<file path="src/rtl/texture_r8_block_encoder_pkg.sv">
`default_nettype none
// ============================================================================
// Module      : texture_r8_block_encoder_pkg
// Description : Shared render constants for the R8 texture format and the
//               RGBA5652 texel layout, plus the RGBA5652 -> R8 quantizer.
// Revision    : 1.0 - initial release
// ============================================================================
package texture_r8_block_encoder_pkg;

  // Texture format code of the single-channel 8-bit layout
  localparam logic [3:0] TEX_FMT_R8 = 4'd6;

  // RGBA5652 field positions (shared with the texel decoder)
  localparam int RGBA_R_MSB = 17;
  localparam int RGBA_R_LSB = 13;
  localparam int RGBA_G_MSB = 12;
  localparam int RGBA_G_LSB = 7;
  localparam int RGBA_B_MSB = 6;
  localparam int RGBA_B_LSB = 2;
  localparam int RGBA_A_MSB = 1;
  localparam int RGBA_A_LSB = 0;

  // Block geometry: 4x4 texels, one byte each
  localparam int BLK_TEXELS = 16;
  localparam int BLK_BITS   = 128;

  // Green carries the luminance; its top two bits are replicated into the
  // low bits so that the decoder's R8[7:2] gives back the original G6.
  function automatic logic [7:0] rgba5652_to_r8(input logic [17:0] px);
    logic [5:0] g;
    g = px[RGBA_G_MSB:RGBA_G_LSB];
    return {g, g[5:4]};
  endfunction

endpackage : texture_r8_block_encoder_pkg
`default_nettype wire

</file>
<file path="src/rtl/texture_r8_block_encoder.sv">
`default_nettype none
// ============================================================================
// Module      : texture_r8_block_encoder
// Description : Streams RGBA5652 texels (row-major, one per cycle) into
//               128-bit R8 4x4 blocks. An assembly register fills the next
//               block while the output register waits for the writer.
// Revision    : 1.0 - initial release
// ============================================================================
module texture_r8_block_encoder
  import texture_r8_block_encoder_pkg::*;
#(
  parameter logic [7:0] PAD_VALUE = 8'h00
) (
  input  logic          clk,
  input  logic          rst_n,
  input  logic          in_valid,
  output logic          in_ready,
  input  logic [17:0]   in_rgba5652,
  input  logic          in_flush,
  output logic          out_valid,
  input  logic          out_ready,
  output logic [127:0]  out_block_data,
  output logic [4:0]    out_texel_count,
  output logic          busy
);

  // Assembly side
  logic [3:0]   r_wr_idx;
  logic [127:0] r_asm;
  logic [4:0]   r_asm_count;
  logic         r_asm_full;

  // Output side
  logic [127:0] r_out_data;
  logic [4:0]   r_out_count;
  logic         r_out_valid;

  logic         w_in_hs;
  logic         w_out_hs;
  logic         w_complete;
  logic         w_out_free;
  logic         w_load_new;
  logic         w_load_asm;
  logic [7:0]   w_byte;
  logic [4:0]   w_count;
  logic [127:0] w_blk;

  assign w_in_hs    = in_valid && in_ready;
  assign w_out_hs   = r_out_valid && out_ready;
  assign w_byte     = rgba5652_to_r8(in_rgba5652);
  assign w_count    = {1'b0, r_wr_idx} + 5'd1;
  assign w_complete = w_in_hs && ((r_wr_idx == 4'd15) || in_flush);
  // Output register can take a block if empty or emptying this cycle
  assign w_out_free = !r_out_valid || out_ready;
  assign w_load_new = w_complete && w_out_free;
  // asm_full blocks input, so this never coincides with w_load_new
  assign w_load_asm = r_asm_full && w_out_hs;

  // Completed block view: stored bytes below the index, incoming byte at it, pad above
  always_comb begin
    w_blk = '0;
    for (int t = 0; t < BLK_TEXELS; t++) begin
      if (5'(t) < {1'b0, r_wr_idx}) begin
        w_blk[8*t +: 8] = r_asm[8*t +: 8];
      end else if (5'(t) == {1'b0, r_wr_idx}) begin
        w_blk[8*t +: 8] = w_byte;
      end else begin
        w_blk[8*t +: 8] = PAD_VALUE;
      end
    end
  end

  // Assembly register: collect texels, park a finished block when the output is occupied
  always_ff @(posedge clk or negedge rst_n) begin
    if (!rst_n) begin
      r_wr_idx    <= 4'd0;
      r_asm       <= '0;
      r_asm_count <= 5'd0;
      r_asm_full  <= 1'b0;
    end else begin
      if (w_complete) begin
        r_wr_idx <= 4'd0;
        if (!w_out_free) begin
          r_asm       <= w_blk;
          r_asm_count <= w_count;
          r_asm_full  <= 1'b1;
        end
      end else if (w_in_hs) begin
        r_asm[{r_wr_idx, 3'b000} +: 8] <= w_byte;
        r_wr_idx                       <= r_wr_idx + 4'd1;
      end else if (w_load_asm) begin
        r_asm_full <= 1'b0;
      end
    end
  end

  // Output register: load a fresh or parked block, drop valid after a plain handshake
  always_ff @(posedge clk or negedge rst_n) begin
    if (!rst_n) begin
      r_out_data  <= '0;
      r_out_count <= 5'd0;
      r_out_valid <= 1'b0;
    end else begin
      if (w_load_new) begin
        r_out_data  <= w_blk;
        r_out_count <= w_count;
        r_out_valid <= 1'b1;
      end else if (w_load_asm) begin
        r_out_data  <= r_asm;
        r_out_count <= r_asm_count;
        r_out_valid <= 1'b1;
      end else if (w_out_hs) begin
        r_out_valid <= 1'b0;
      end
    end
  end

  assign in_ready        = !r_asm_full;
  assign out_valid       = r_out_valid;
  assign out_block_data  = r_out_data;
  assign out_texel_count = r_out_count;
  assign busy            = (r_wr_idx != 4'd0) || r_asm_full || r_out_valid;

endmodule : texture_r8_block_encoder
`default_nettype wire

</file>
<file path="config.mk">
export PLATFORM = sky130hd
export DESIGN_NAME = texture_r8_block_encoder
export DESIGN_NICKNAME = d
export VERILOG_FILES = /design/src/rtl/texture_r8_block_encoder_pkg.sv /design/src/rtl/texture_r8_block_encoder.sv
export SDC_FILE = /design/constraint.sdc
export NUM_CORES = 1
export LEC_CHECK = 0
export ABC_CLOCK_PERIOD_IN_PS = 3500
export CAP_MARGIN = 20
export CORE_ASPECT_RATIO = 1.25
export CORE_UTILIZATION = 57
export CTS_CLUSTER_DIAMETER = 30
export DETAILED_ROUTE_END_ITERATION = 10
export PLACE_DENSITY_LB_ADDON = 0.25
export SETUP_SLACK_MARGIN = 0.4
export SYNTH_ARGS = -nofsm -noshare
export SYNTH_HDL_FRONTEND = slang
export SYNTH_SLANG_ARGS = --single-unit
export TNS_END_PERCENT = 5
</file>
<file path="constraint.sdc">
create_clock -name clk -period 3.5 [get_ports clk]
set_input_delay 0.525 -clock clk [delete_from_list [all_inputs] [get_ports clk]]
set_output_delay 0.525 -clock clk [all_outputs]
set_load 0.005 [all_outputs]
</file>
==> results.tsv, run 1 <==
stage	metric	value	unit
placement	dpl_cell_area	15500	sq um
power_and_ir_drop	ir_worst_vdd	475	uV
floorplan	core_area	23600	sq um
floorplan	start_util	0.578	
logic_synthesis	synth-compound-area-share	0.227	
floorplan	rows	63	
power_and_ir_drop	fin_total_pwr	14.5	mW
clock_network	h-tree-depth	2	
grt	grt_pass1_wl	68100	um
grt	grt_max_degree	87	
final_layout	fin_area	17100	sq um
placement	port_buffers	146	
placement	place.gp.congestion	0.951	
detailed_routing	routed_wirelength	42900	um
sta	worst_pin_slew	864	ps
critical_path	crit_chain	inv_1 -> ha_2 -> nand2_1 -> or3_1 -> clkdlybuf4s50_1	
logic_synthesis	synth_fa_ha_area_frac	0.00458	
detailed_routing	drt-initial-drc-count	1216	
final_layout	fillers	1730	
sta	finalSetupViolations	0	
sta	fmax	333	MHz
clock_network	clock_path_buffers	3	
critical_path	worst_setup_path_start_kind	flip-flop	
placement	dp.cells	1797	
clock_network	cts_root_buffer	clkbuf_16	
final_layout	layout-drive-gt1-share	0.139	
critical_path	slowest_stage	clkdlybuf4s50_1	
clock_network	clk_pin_slew_worst_paths	50	ps
power_and_ir_drop	share_comb_of_total_power	0.351	
sta	timing.final.crit_share	0.857	
detailed_routing	route.antenna.remaining_nets	0	
critical_path	cp.required	2970	ps
power_and_ir_drop	p_leak	7.55	nW
sta	slew_headroom	0.418	
logic_synthesis	ys_ff_latch	268	
final_layout	final_common_cell	dfrtp_1	
floorplan	die_area	24600	sq um
critical_path	end_kind	output pin	
logic_synthesis	synth-simple-area-share	0.139	
run_status	status	complete, no violations	
sta	clock_skew	19.0	ps
logic_synthesis	yosysWarnings	0	
logic_synthesis	synthXorXnorAreaFrac	0.00375	
power_and_ir_drop	pwr-share-clk	0.306	
logic_synthesis	async_flop_share	1.00	
sta	hold_violations	0	
clock_network	post_cts_buffers	0	
clock_network	clkSinkCount	268	
placement	dp_slack	563	ps
logic_synthesis	syn-cell-area	13700	sq um
logic_synthesis	syn_inst	1415	
placement	post-dp-hpwl	28000	um
final_layout	diodes	0	
power_and_ir_drop	internal_power	9.48	mW
grt	overflow	0	
worst_hold_path	holdCritPathClass	in -> async	
detailed_routing	dr_total_vias	12400	
flow_run	cap_violations	0	
clock_network	cts_hold_buf	0	
critical_path	crit_arrival	2480	ps
grt	grt_pass1_vias	12600	
logic_synthesis	synth_mux_area_frac	0.0931	
detailed_routing	vias_per_cell	6.61	
logic_synthesis	synth_top_area_cell	dfrtp_1	
clock_network	clkLatencyLatePin	530	ps
final_layout	area_growth	24.9	%
critical_path	max_stage_delay	450	ps
grt	antenna_found_initial	1	
grt	grtUsageTotal	0.355	
floorplan	die_h	175	um
logic_synthesis	syn-num-nets	1443	
logic_synthesis	synth_cell_types	73	
clock_network	numCtsBuffers	44	
clock_network	cts_tree	yes	
floorplan	io_pins	159	
logic_synthesis	synth-edff-count	0	
detailed_routing	wl_per_cell	22.9	um
logic_synthesis	synth_top_area_share	0.490	
critical_path	path_class	reg -> out	
logic_synthesis	synth_top_family_by_area	compound AO/OA/AOI/OAI gates	
critical_path	cp_top_family	simple AND/OR/NAND/NOR gates	
final_layout	final_nets	1579	
power_and_ir_drop	switching_share	0.344	
floorplan	die_width	141	um
sta	rsz0062_at_grt	no	
critical_path	cp_max_fo	10	
final_layout	layout_common_cells	dfrtp_1 (268), nand2_1 (228), clkdlybuf4s50_1 (145)	
power_and_ir_drop	switchingPower	4.98	mW
logic_synthesis	synth_area_leaders	dfrtp_1 (49%), mux2i_1 (6.6%), nand2_1 (6.3%)	
logic_synthesis	ys.flop_type	dfrtp_1	
final_layout	finish.utilization	0.722	
detailed_routing	drtPass1Iterations	6	
sta	period_minus_slack	3000	ps
power_and_ir_drop	p_per_area	846	nW/um^2
critical_path	cp_num_buf_inv	2	
logic_synthesis	synth.avg_cell_area	9.66	sq um
sta	fin_setup_tns	0	ps
final_layout	fin_cells	1877	
power_and_ir_drop	p_seq_frac	0.344	
logic_synthesis	ys_seq_area_frac	0.490	
sta	drv_slew	0	
sta	fin_ws	499	ps
detailed_routing	drc	0	
sta	whs	9.73	ps
flip-flops by register name (all words and copies together) (netlist names):
register         flops
r_asm              126
r_asm_full           1
out_texel_count      5
r_asm_count          5
r_wr_idx             4
out_block_data     126
out_valid            1
logic make-up after synthesis:
| group | after synthesis |
|---|---|
| multiplexers | 123 |
| XOR/XNOR | 5 |
| AND/OR/NAND/NOR | 416 |
| AO/OA/AOI/OAI | 461 |
| adder cells (fa/ha/maj) | 5 |
| buffers and inverters | 137 |
| flip-flops | 268 |
power by group through the flow:
stage / combinational (mW) / sequential [mW] / clock [mW]
after global routing: 5.47 / 5.05 / 4.59
after detailed placement: 4.95 / 4.97 / 0
after CTS: 5.03 / 4.94 / 4.44
final: 5.07 / 4.97 / 4.42
after global placement: 4.83 / 4.93 / 0
after floorplan: 2.82 / 4.77 / 0
final cells by class:
cell class | count | area (sq um) | area share
inverter | 19 | 71.3 | 0.00418
clock buffer | 55 | 1240 | 0.0728
clock inverter | 25 | 284 | 0.0166
tap | 292 | 365 | 0.0214
multi-input combinational | 1010 | 6410 | 0.376
timing repair buffer | 208 | 1990 | 0.117
sequential | 268 | 6710 | 0.393
repair_timing:
action                                 4_1_cts  5_1_grt
setup endpoints to repair                    1        0
gates resized for setup                      1        0
endpoints found under the hold margin        0        0
path summary, 6_finish.rpt:
path                                     start        endpoint  slack [ps]  cells after the start
max in group asynchronous                rst_n       r_asm[80]        2540                      2
worst min register to register  r_asm_count[4]  r_asm_count[4]         490                      2
worst max register to register     r_wr_idx[0]      r_asm[108]         720                      8
min in group clk                r_asm_count[4]  r_asm_count[4]         490                      2
worst max-delay path               r_wr_idx[0]            busy         500                      5
worst min-delay path                     rst_n      r_asm[112]          10                      1
layer usage:
metal / GRT usage / routed length, um / up-vias
met4: 0.190 / 2210 / 2
met1: 0.449 / 16300 / 6107
met3: 0.0597 / 3480 / 168
met5: 0 / 13 / -
met2: 0.586 / 20900 / 702
li1: - / - / 5437
Yosys cell counts (8+ instances only):
cell,n
mux2_2,33
clkbuf_1,70
nand2b_1,8
mux2i_1,90
a22o_1,18
inv_1,19
o22a_1,27
a21o_1,11
o21ai_0,109
a32o_1,8
o21a_1,10
a31oi_1,33
a211oi_1,12
nand3_1,25
nor2_1,73
o22ai_1,44
a21oi_1,79
buf_2,36
and3_1,9
o21ai_1,11
a22oi_1,28
o221a_2,16
nor2b_1,10
o2bb2ai_1,13
dfrtp_1,268
nand2_1,229
and2_1,21
(Power assumes the default switching activity.)
==> run 2, diff against run 1 <==
--- a/config.mk
+++ b/config.mk
@@ -13,6 +13,7 @@
 export DETAILED_ROUTE_END_ITERATION = 10
 export PLACE_DENSITY_LB_ADDON = 0.25
 export SETUP_SLACK_MARGIN = 0.4
+export SLEW_MARGIN = 20
 export SYNTH_ARGS = -nofsm -noshare
 export SYNTH_HDL_FRONTEND = slang
 export SYNTH_SLANG_ARGS = --single-unit
==> results of run 2 <==
Same layout as run 1: the final DEF is identical, and so are final timing and power.
==> run 3, diff against run 2 <==
--- a/config.mk
+++ b/config.mk
@@ -10,6 +10,7 @@
 export CORE_ASPECT_RATIO = 1.25
 export CORE_UTILIZATION = 57
 export CTS_CLUSTER_DIAMETER = 30
+export CTS_CLUSTER_SIZE = 20
 export DETAILED_ROUTE_END_ITERATION = 10
 export PLACE_DENSITY_LB_ADDON = 0.25
 export SETUP_SLACK_MARGIN = 0.4
==> results of run 3 <==
Same layout as run 1: the final DEF is identical, and so are final timing and power.
